## src/rtl/uart_tx.sv

```systemverilog
// UART transmitter: start bit, 8 data bits LSB first, optional even parity, 1 or 2 stop bits.
// Define UART_TX_FIFO_EN to put a FIFO_DEPTH-entry queue in front of the serialiser.
module uart_tx #(
  parameter int unsigned FIFO_DEPTH = 4
) (
  input  logic        clk_i,
  input  logic        rst_i,
  output logic        tx_o,
  output logic        busy_o,
  input  logic [15:0] baudrate_i,
  input  logic        parity_en_i,
  input  logic        stopbit_i,
  input  logic [7:0]  tx_data_i,
  input  logic        tx_valid_i
);

  typedef enum logic [2:0] {IDLE, START, DATA, PARITY, STOP} state_t;

  state_t      state;
  logic [7:0]  shreg;
  logic [15:0] div;
  logic [15:0] cnt;
  logic [2:0]  bit_idx;
  logic        par_en;
  logic        par_bit;
  logic        two_stop;
  logic        stop_idx;
  logic        ser_busy;

  logic        bit_done;
  logic        frame_end;
  logic        load;
  logic [7:0]  load_data;

  if (FIFO_DEPTH < 2 || (FIFO_DEPTH & (FIFO_DEPTH - 1)) != 0) begin : g_depth_check
    $error("uart_tx: FIFO_DEPTH must be a power of two >= 2");
  end

  assign bit_done  = (cnt == '0);
  assign frame_end = (state == STOP) && bit_done && (!two_stop || stop_idx);

`ifdef UART_TX_FIFO_EN
  localparam int unsigned AW = $clog2(FIFO_DEPTH);

  logic [7:0] mem [FIFO_DEPTH];
  logic [AW:0] wr_ptr;
  logic [AW:0] rd_ptr;
  logic        full;
  logic        empty;
  logic        push;

  assign empty     = (wr_ptr == rd_ptr);
  assign full      = (wr_ptr[AW] != rd_ptr[AW]) && (wr_ptr[AW-1:0] == rd_ptr[AW-1:0]);
  assign push      = tx_valid_i && !full;
  // Pop on the last stop-bit edge too, so queued frames run back-to-back.
  assign load      = (!ser_busy || frame_end) && !empty;
  assign load_data = mem[rd_ptr[AW-1:0]];
  assign busy_o    = full;

  always_ff @(posedge clk_i) begin
    if (push) mem[wr_ptr[AW-1:0]] <= tx_data_i;
  end

  always_ff @(posedge clk_i or posedge rst_i) begin
    if (rst_i) begin
      wr_ptr <= '0;
      rd_ptr <= '0;
    end else begin
      if (push) wr_ptr <= wr_ptr + (AW+1)'(1);
      if (load) rd_ptr <= rd_ptr + (AW+1)'(1);
    end
  end
`else
  assign load      = tx_valid_i && !ser_busy;
  assign load_data = tx_data_i;
  assign busy_o    = ser_busy;
`endif

  always_ff @(posedge clk_i or posedge rst_i) begin
    if (rst_i) begin
      state    <= IDLE;
      tx_o     <= 1'b1;
      ser_busy <= 1'b0;
      shreg    <= '0;
      div      <= '0;
      cnt      <= '0;
      bit_idx  <= '0;
      par_en   <= 1'b0;
      par_bit  <= 1'b0;
      two_stop <= 1'b0;
      stop_idx <= 1'b0;
    end else if (load) begin
      state    <= START;
      tx_o     <= 1'b0;
      ser_busy <= 1'b1;
      shreg    <= load_data;
      par_bit  <= ^load_data;
      div      <= (baudrate_i == '0) ? 16'd1 : baudrate_i;
      cnt      <= (baudrate_i == '0) ? 16'd0 : baudrate_i - 16'd1;
      bit_idx  <= '0;
      par_en   <= parity_en_i;
      two_stop <= stopbit_i;
      stop_idx <= 1'b0;
    end else if (state != IDLE) begin
      if (!bit_done) begin
        cnt <= cnt - 16'd1;
      end else begin
        cnt <= div - 16'd1;
        case (state)
          START: begin
            state <= DATA;
            tx_o  <= shreg[0];
            shreg <= {1'b0, shreg[7:1]};
          end
          DATA: begin
            if (bit_idx == 3'd7) begin
              bit_idx <= '0;
              if (par_en) begin
                state <= PARITY;
                tx_o  <= par_bit;
              end else begin
                state <= STOP;
                tx_o  <= 1'b1;
              end
            end else begin
              bit_idx <= bit_idx + 3'd1;
              tx_o    <= shreg[0];
              shreg   <= {1'b0, shreg[7:1]};
            end
          end
          PARITY: begin
            state <= STOP;
            tx_o  <= 1'b1;
          end
          STOP: begin
            if (frame_end) begin
              state    <= IDLE;
              ser_busy <= 1'b0;
              cnt      <= '0;
            end else begin
              stop_idx <= 1'b1;
            end
          end
          default: state <= IDLE;
        endcase
      end
    end
  end

endmodule

```

## config.mk

```make
export PLATFORM = sky130hd
export DESIGN_NAME = uart_tx
export DESIGN_NICKNAME = d
export VERILOG_FILES = /design/src/rtl/uart_tx.sv
export SDC_FILE = /design/constraint.sdc
export NUM_CORES = 1
export LEC_CHECK = 0
export CAP_MARGIN = 20
export CELL_PAD_IN_SITES_DETAIL_PLACEMENT = 1
export CELL_PAD_IN_SITES_GLOBAL_PLACEMENT = 2
export CORE_MARGIN = 3
export CORE_UTILIZATION = 38
export CTS_CLUSTER_SIZE = 10
export DETAILED_ROUTE_END_ITERATION = 8
export PLACE_DENSITY = 0.85
export RECOVER_POWER = 100
export SYNTH_ARGS = -nofsm -noshare
export SYNTH_HDL_FRONTEND = slang
export SYNTH_SLANG_ARGS = --single-unit
export TNS_END_PERCENT = 20
```

## constraint.sdc

```tcl
create_clock -name clk_i -period 4.5 [get_ports clk_i]
set_input_delay 0.675 -clock clk_i [delete_from_list [all_inputs] [get_ports clk_i]]
set_output_delay 0.675 -clock clk_i [all_outputs]
set_load 0.03 [all_outputs]
```

==> impl_metrics.env <==
export IMPL_status="complete, but fails checks"
export IMPL_failed_checks="capacitance limit, slew limit"
export IMPL_dr_pass1_iters=4
export IMPL_hold_viol_final=0
export IMPL_cts_sinks=52
export IMPL_period_needed_ns=3.53
export IMPL_initial_utilization_pct=40.2
export IMPL_finalMaxSlewViolations=61
export IMPL_startpoint_type="primary input"
export IMPL_core_um2=8460
export IMPL_cp_max_fo=16
export IMPL_pre_cts_ws_ns=1.19
export IMPL_cap_violations=3
export IMPL_synth_avg_cell_area_um2=8.25
export IMPL_synth_simple_area_share_pct=28.7
export IMPL_critical_path_class="primary input to flip-flop"
export IMPL_dieArea_um2=10100
export IMPL_path_clk_slew_ns=0.10
export IMPL_num_io_pins=31
export IMPL_wl_um=9810
export IMPL_setup_violations=0
export IMPL_p_per_area_nw_per_um2=381
export IMPL_synth_seq_area_share_pct=38.3
export IMPL_timing_final_crit_share_pct=78.4
export IMPL_clockBufferDepth=2
export IMPL_cp_slowest_cell="o41ai_2"
export IMPL_muxShareOfSynthArea_pct=1.18
export IMPL_rows=33
export IMPL_yosys_area_share_adder_pct=2.58
export IMPL_ys_flop_type="dfrtp_1"
export IMPL_drtAntennaViolNets=0
export IMPL_crit_arrival_ns=3.73
export IMPL_regArea_um2=1300
export IMPL_drt_iter0_drc=122
export IMPL_nets=472
export IMPL_hold_buffers=0
export IMPL_hold_ws_ns=0.515
export IMPL_ff2ff_path_depth=6
export IMPL_synth_top_area_share_pct=37.5
export IMPL_max_stage_delay_ns=1.36
export IMPL_yosysWarnings=0
export IMPL_clock_skew_ns=0.0115
export IMPL_clk_latency_ns=0.32
export IMPL_syn_area_um2=3400
export IMPL_io_buffer_count=30
export IMPL_synthesis_nets=448
export IMPL_leakagePower_nw=1.51
export IMPL_synth_top_family_by_area="simple AND/OR/NAND/NOR gates"
export IMPL_grt_pass1_wl_um=16400
export IMPL_post_cts_setup_buffer_count=0
export IMPL_crit_chain="dlygate4sd3_1 > nor4_4 > nand3_1 > o41ai_2 > nor2_1 > a211oi_1 > o21ai_0"
export IMPL_synth_area_top_cells="dfrtp_1 (38%), nand2_1 (9.5%), xnor2_1 (5.7%), nor2_1 (5.5%), o21ai_0 (4.0%)"
export IMPL_synth_top_cell_by_area="dfrtp_1"
export IMPL_async_flop_share_pct=100
export IMPL_relSlewSlack_pct=-15.2
export IMPL_netlist_instances=412
export IMPL_grt_pass1_vias=3219
export IMPL_crit_required_ns=4.70
export IMPL_min_delay_path_depth=2
export IMPL_gp_congestion=0.779
export IMPL_fin_ws_ns=0.972
export IMPL_fin_tns_setup_ns=0
export IMPL_place_hpwl_um=7240
export IMPL_worstMarginPinSlew_ns=1.71
export IMPL_hp_class="flip-flop to flip-flop"
export IMPL_ys_seq_elements=52
export IMPL_synth_compound_area_share_pct=17.8
export IMPL_die_w_um=101
export IMPL_rsz0062_at_grt="no"
export IMPL_syn2layout_area_growth_pct=13.4
export IMPL_die_y_um=101
export IMPL_total_power_mw=1.47
export IMPL_drive_above_1_share_pct=5.49
export IMPL_fmax_ghz=0.283
export IMPL_cp_end_kind="flip-flop"
export IMPL_cts_buffers=5
export IMPL_cts_tree="done"
export IMPL_grt_total_usage_pct=20.4
export IMPL_via_count=3105
export IMPL_synth_edff_count=0
export IMPL_ys_types=59
export IMPL_crit_family="compound AO/OA/AOI/OAI gates"
export IMPL_overflow=0
export IMPL_wl_per_cell_um=18.1
export IMPL_cp_buffers_inverters=1
export IMPL_antenna_found_initial=0
export IMPL_synth_xor_area_share_pct=7.73
export IMPL_grt_start_max_net_pins=44
export IMPL_diodes=0
export IMPL_cts_htree_levels=2
export IMPL_cts_root_buf="clkbuf_8"
export IMPL_cp_num_cells=7
export IMPL_irDropWorstVdd_mv=0.121
export IMPL_drc=0
export IMPL_cts_resized=0
export IMPL_vias_per_cell=5.73
export IMPL_nFillCells=1029
export IMPL_multiInputGateArea_um2=1940
==> sequential cells by signal, indices dropped and copies added (netlist names) <==
signal    count
stop_idx      1
par_bit       1
tx_o          1
div          16
state         3
cnt          16
two_stop      1
shreg         8
bit_idx       3
par_en        1
busy_o        1
==> final cells by class <==
type	count	share of cell area, %
well taps	105	3.41
repair buffers	34	8.37
multi-input cells	331	50.3
clock buffers	5	1.78
flip-flops and latches	52	33.8
inverters	12	1.17
clock inverters	3	1.23
==> path summary, 6_finish.rpt <==
path                       slack (ns)        to     startpoint
setup / recovery                 0.97    cnt[6]  baudrate_i[6]
hold / removal                   0.51  stop_idx       stop_idx
setup reg to reg                 1.22  shreg[4]         cnt[0]
hold reg to reg                  0.51  stop_idx       stop_idx
max in group asynchronous        1.47    busy_o          rst_i
min in group asynchronous        1.07   cnt[13]          rst_i
==> tightest hold or removal path: stages (launching register included) <==
cell and delay (ns):
dfrtp_1 0.36, a31oi_1 0.04, nor2_1 0.08
==> power breakdown <==
part | leakage (nW) | internal [mW] | total [mW] | switching (mW)
registers | 0.633 | 0.571 | 0.703 | 0.132
logic | 0.821 | 0.185 | 0.425 | 0.239
clock network | 0.0583 | 0.168 | 0.343 | 0.176
total | 1.51 | 0.925 | 1.47 | 0.547
==> through the flow <==
stage,util [%],std cells,cell area [um^2]
floorplan,-,412,3400
global placement,44.9,534,3800
detailed placement,44.9,534,3800
CTS,46.2,542,3910
global route,45.6,542,3860
finish,45.6,542,3860
==> metal layers <==
layer | up-vias | global-route usage, % | wire length, um
met5 | - | 0 | 0
met4 | 0 | 4.25 | 85
met3 | 7 | 2.98 | 291
met2 | 43 | 34.1 | 4590
met1 | 1553 | 28.2 | 4840
li1 | 1502 | - | -
==> cell usage after synthesis (3+ instances only) <==
master / count
xnor2_1: 22
ha_1: 7
nor4_2: 3
nor4_1: 7
nor3b_1: 3
a22o_1: 3
a21oi_1: 13
o221ai_1: 6
nor3_2: 3
mux2i_1: 4
nand2_1: 86
inv_1: 12
nor2b_1: 4
o21ai_0: 27
buf_1: 4
or3_1: 3
nand3_1: 7
clkbuf_1: 8
xor2_1: 8
nor3_1: 14
nand2b_1: 6
nand4_1: 3
a31oi_1: 11
buf_2: 3
nor2_1: 50
dfrtp_1: 51
o22ai_1: 6
==> placed cells by master (no fill, tap or decap), types with 3 or more instances in the layout <==
cell type and instances:
nand2_1 86, dfrtp_1 51, nor2_1 50, o21ai_0 28, clkdlybuf4s50_1 25, xnor2_1 22, nor3_1 15, a21oi_1 13
inv_1 12, a31oi_1 11, nand3_1 8, xor2_1 8, ha_1 7, nand2b_1 6, o22ai_1 6, o221ai_1 6
nor4_1 6, clkbuf_8 5, dlygate4sd3_1 5, nor2b_1 4, nor4_2 4, nand4_1 4, mux2i_1 4, nor3b_1 3
a22o_1 3, or3_1 3
==> kinds of logic after synthesis <==
kind of cell | Yosys count
AND/OR/NAND/NOR | 201
AO/OA/AOI/OAI | 89
flip-flops | 52
XOR/XNOR | 30
buffers and inverters | 29
adder cells (fa/ha/maj) | 7
multiplexers | 4
Power figures use the tool's default switching activity.
==> patch 1, RTL diff (config.mk and constraints unchanged) <==
Build with the macro `UART_TX_FIFO_EN` defined.
--- a/src/rtl/uart_tx.sv
+++ b/src/rtl/uart_tx.sv
@@ -2,2 +2,4 @@
 // Define UART_TX_FIFO_EN to put a FIFO_DEPTH-entry queue in front of the serialiser.
+`define UART_TX_FIFO_EN
+
 module uart_tx #(
Behaviour: not the same (Yosys sat finds a counterexample within 4 cycles, from zero or initial values and one cycle with rst_i high).
==> patch 1 against the original RTL <==
- the run still ends with max-capacitance violations, max-slew violations left
- total power rose by 82%
- synthesized area up 50%
- final area increased by 50%
- setup slack improved by 0.039 ns
- sequential share of layout area is 8.1 points higher
- count of clock-buffer cells in the layout increased by 4
- sequential cell count grew 38
- wire length rose by 44%
==> patch 1: results (changes against the original RTL) <==
[run_status]
status = finished, violations left  ; unchanged
failing_checks = max-capacitance violations, max-slew violations  ; unchanged

[logic_synthesis]
post_synth_main_area_contributors = dfrtp_1 28%, edfxtp_1 19%, nand2_1 5.4%  ; was dfrtp_1 38%, nand2_1 9.5%, xnor2_1 5.7%
synth-async-reset-ratio = 0.6444  ; was 1.000
synth-seq-area-share = 0.4716  ; was 0.3830
count_of_flip_flops_with_a_built_in_enable_after_synthesis = 32  ; was 0
synthesis.nets = 534  ; was 448
post_synthesis_share_of_cell_area_spent_on_full_adders_half_adders_and_majority_gates = 0.02934  ; was 0.02575
yosys.area_share.xor_xnor = 0.06846  ; was 0.07726
synth_compound_gate_area_share = 0.1076  ; was 0.1784
leading_post_synthesis_cells_by_instance_count = 74 x nand2_1, 57 x dfrtp_1, 32 x edfxtp_1, 30 x nor2_1, 29 x xnor2_1  ; was 86 x nand2_1, 51 x dfrtp_1, 50 x nor2_1, 27 x o21ai_0, 22 x xnor2_1
synthCells = 493  ; was 412

[routing]
route.detailed.vias_per_inst = 5.665  ; was 5.729
routed-via-count = 3920  ; was 3105
drt_first_iter_violations = 175  ; was 122
routed_wire_length_on_met2_mm = 6.619  ; was 4.589 mm
finalWirelength_mm = 14.10  ; was 9.805 mm
routed-wl-met3_um = 482  ; was 291 um

[worst_setup_path]
reg2reg_to = cnt[15]$_DFFE_PP0P_  ; was shreg[4]$_DFFE_PP0P_
reg2reg_depth = 9  ; was 6
worst-r2r-setup-slack_ns = 1.01  ; was 1.22 ns
critPathTopFamily = simple AND/OR/NAND/NOR gates  ; was compound AO/OA/AOI/OAI gates
critical_path_peak_fanout = 26  ; was 16

[global_routing]
gr-usage-met2 = 0.3042  ; was 0.3408
first_pass_grt_wire_length_mm = 22.71  ; was 16.37 mm
groute.layer.met3.usage = 0.03668  ; was 0.02976
grt_use_total = 0.1994  ; was 0.2044
use_met1 = 0.2908  ; was 0.2824
vias_in_the_first_global_route = 3967  ; was 3219
grt_max_degree = 42  ; was 44

[power_and_ir_drop]
power.static_leakage_nw = 2.183  ; was 1.512 nW
seqPwrFrac = 0.458  ; was 0.478
p_clk_frac = 0.283  ; was 0.233
vdd.ir_drop.worst_uv = 251.1  ; was 121.4 uV

[placed_design]
placedCellCount = 675  ; was 534
gp_congestion = 0.8742  ; was 0.7786
pre_cts_ws_ns = 1.315  ; was 1.189 ns

[clocking]
tritoncts.num_buffers = 9  ; was 5
clock-root-buffer = clkbuf_16  ; was clkbuf_8
clock_insertion_delay_worst_skew_ns = 0.35  ; was 0.32 ns
cts_htree_levels = 3  ; was 2

[layout]
n_fill_cell = 1420  ; was 1029
total_nets_final = 556  ; was 472
post_route_cells_drive_above_1_share = 0.1038  ; was 0.05492

[flow_run]
max_cap_viol_count = 1  ; was 3

[floorplanning]
core_area_um2 = 12880  ; was 8464 um2

[sta]
worst_slew_pin_slew_ns = 1.726  ; was 1.714 ns
final-max-slew-violation-count = 42  ; was 61
final.min_clock_period_ns = 3.489  ; was 3.528 ns

[worst_hold_path]
worst_hold_endpoint = tx_o$_DFFE_PP1P_  ; was stop_idx$_DFFE_PP0P_

patch 1: changes by cell type after synthesis, sizes merged, moves of 7 or more:
| cell | delta |
|---|---|
| nand2 | -13 |
| xnor2 | +7 |
| buf | +7 |
| mux4 | +8 |
| nor2 | -19 |
| edfxtp | +32 |
| mux2 | +18 |
patch 1: worst reg2reg max path, delay by kind of cell, from the launching register on:
kind	cells	cell delay [ns]
and+or+nand+nor	4	1.47
DFF	1	0.45
buffers and inverters	2	0.80
AOI/OAI and AO/OA	2	0.52
adders and majority gates	1	0.16
patch 1: how the worst max path moves through the flow:
stage	start	endpoint
detailed placement	baudrate_i[3]	cnt[1]$_DFFE_PP0P_
finish	cnt[0]$_DFFE_PP0P_	cnt[15]$_DFFE_PP0P_
floorplan	cnt[0]$_DFFE_PP0P_	shreg[0]$_DFFE_PP0P_
global placement	baudrate_i[3]	cnt[1]$_DFFE_PP0P_
global route	cnt[0]$_DFFE_PP0P_	cnt[15]$_DFFE_PP0P_
CTS	cnt[0]$_DFFE_PP0P_	shreg[6]$_DFFE_PP0P_
patch 1: layout make-up:
cell class | instances | share of cell area
clock buffers | 9 | 0.03905
inverters | 14 | 0.009111
flip-flops and latches | 90 | 0.4184
repair buffers | 34 | 0.05531
well taps | 172 | 0.03731
multi-input cells | 366 | 0.4286
clock inverters | 7 | 0.01215
patch 1: stage by stage:
stage          total power, W  hold slack (ns)  area [um2]
3_5_place_dp         0.001928           0.4816        5515
5_1_grt              0.002827           0.5310        5768
4_1_cts              0.002690           0.4994        5811
2_1_floorplan        0.001700           0.4510        5117
6_report             0.002671           0.4942        5768
3_3_place_gp         0.001891           0.4770        5515
==> patch 2, RTL diff (config.mk and constraints unchanged) <==
Made on the original files. Encoding of `state_t`: now one-hot (5 bits for 5 states).
--- a/src/rtl/uart_tx.sv
+++ b/src/rtl/uart_tx.sv
@@ -16,3 +16,3 @@
 
-  typedef enum logic [2:0] {IDLE, START, DATA, PARITY, STOP} state_t;
+  typedef enum logic [4:0] {IDLE = 5'b00001, START = 5'b00010, DATA = 5'b00100, PARITY = 5'b01000, STOP = 5'b10000} state_t;
 
Formal check against the unedited RTL: same outputs for any inputs over 10 cycles, from zero or initial values and one cycle with rst_i high; not proved beyond that.
==> patch 2 against the original RTL <==
- worst hold slack worse by 0.010 ns
- total power rose by 8.5%
- clock power rose by 2%
- sequential share of layout area is 1.1 points lower
- non-clock buffer count rose by 1
- highest routed layer unchanged
- critical path type unchanged
- setup slack improved by 0.044 ns
- wire length increased by 11%
- final area rose by 7.5%
- largest power group unchanged
- sequential cell count increased by 2
- the flow still finishes with violations (max-capacitance violations, max-slew violations)
- synthesized area grew 8.2%
- combinational power grew 18%
==> patch 2: results (changes against the original RTL) <==
[logic_synthesis]
share_of_cell_area_taken_by_muxes_after_synthesis = 0.02787  ; was 0.01177
synth_compound_gate_area_share = 0.1893  ; was 0.1784
post_synthesis_share_of_cell_area_spent_on_full_adders_half_adders_and_majority_gates = 0.02379  ; was 0.02575
leading_post_synthesis_cells_by_instance_count = 58 x nand2_1, 52 x dfrtp_1, 31 x o21ai_0, 26 x nor2_1, 20 x xnor2_1  ; was 86 x nand2_1, 51 x dfrtp_1, 50 x nor2_1, 27 x o21ai_0, 22 x xnor2_1
synth-seq-area-share = 0.3678  ; was 0.3830
syn_avg_cell_area_um2 = 8.661  ; was 8.254 um2
synthesis.nets = 461  ; was 448

[sta]
hold-worst-slack_ns = 0.5047  ; was 0.5148 ns
final-max-slew-violation-count = 35  ; was 61
setup_slack_ns = 1.016  ; was 0.9718 ns
max_slew_margin = -0.002486  ; was -0.1524
skew_ns = 0.007047  ; was 0.01154 ns

[run_status]
failing_checks = max-capacitance violations, max-slew violations  ; unchanged
status = finished, violations left  ; unchanged

[power_and_ir_drop]
vdd.ir_drop.worst_uv = 149.5  ; was 121.4 uV
power.clock.total_w = 0.000351  ; was 0.000343 W
switching_power_w = 0.0005885  ; was 0.0005465 W

[global_routing]
grt_use_total = 0.2034  ; was 0.2044
vias_in_the_first_global_route = 3394  ; was 3219
first_pass_grt_wire_length_mm = 18.04  ; was 16.37 mm

[flow_run]
max_cap_viol_count = 1  ; was 3

[worst_setup_path]
timing.critical_path.to = cnt[9]$_DFFE_PP0P_  ; was cnt[6]$_DFFE_PP0P_
critical_path_launch_point = baudrate_i[0]  ; was baudrate_i[6]
reg2reg_start = cnt[2]$_DFFE_PP0P_  ; was cnt[0]$_DFFE_PP0P_
critical_path_peak_fanout = 10  ; was 16
cp_data_arrival_time_ns = 3.69  ; was 3.73 ns

[routing]
route.detailed.vias_per_inst = 5.863  ; was 5.729
drt_first_iter_violations = 158  ; was 122
finalWirelength_mm = 10.89  ; was 9.805 mm

[worst_hold_path]
timing.hold.worst.start = par_bit$_DFFE_PP0P_  ; was stop_idx$_DFFE_PP0P_
worst_hold_endpoint = par_bit$_DFFE_PP0P_  ; was stop_idx$_DFFE_PP0P_

[placed_design]
gp_congestion = 0.8718  ; was 0.7786
place_hpwl_mm = 8.218  ; was 7.245 mm
placedCellCount = 563  ; was 534

## patch 2: final cells by class
| class | instances | area [um2] |
|---|---|---|
| Tap cell | 129 | 161.4 |
| Sequential cell | 54 | 1354 |
| Clock inverter | 3 | 43.79 |
| Clock buffer | 5 | 68.82 |
| Inverter | 10 | 37.54 |
| Timing Repair Buffer | 35 | 326.6 |
| Multi-Input combinational cell | 335 | 2153 |
| Fill cell | 1115 | 5182 |
## patch 2: worst max-delay path, stage by stage
cell and delay [ns]:
dlygate4sd3_1 0.56, inv_1 0.16, ha_1 0.19, or4b_2 0.59
nor4_1 0.48, nand2b_1 0.46, nor2_1 0.09, or4_1 0.50
## patch 2: layer usage
| layer | vias up | wire (um) |
|---|---|---|
| met1 | 1663 | 5297 |
| met5 | - | 0 |
| met3 | 18 | 469 |
| met4 | 0 | 198 |
| met2 | 69 | 4923 |
| li1 | 1598 | - |
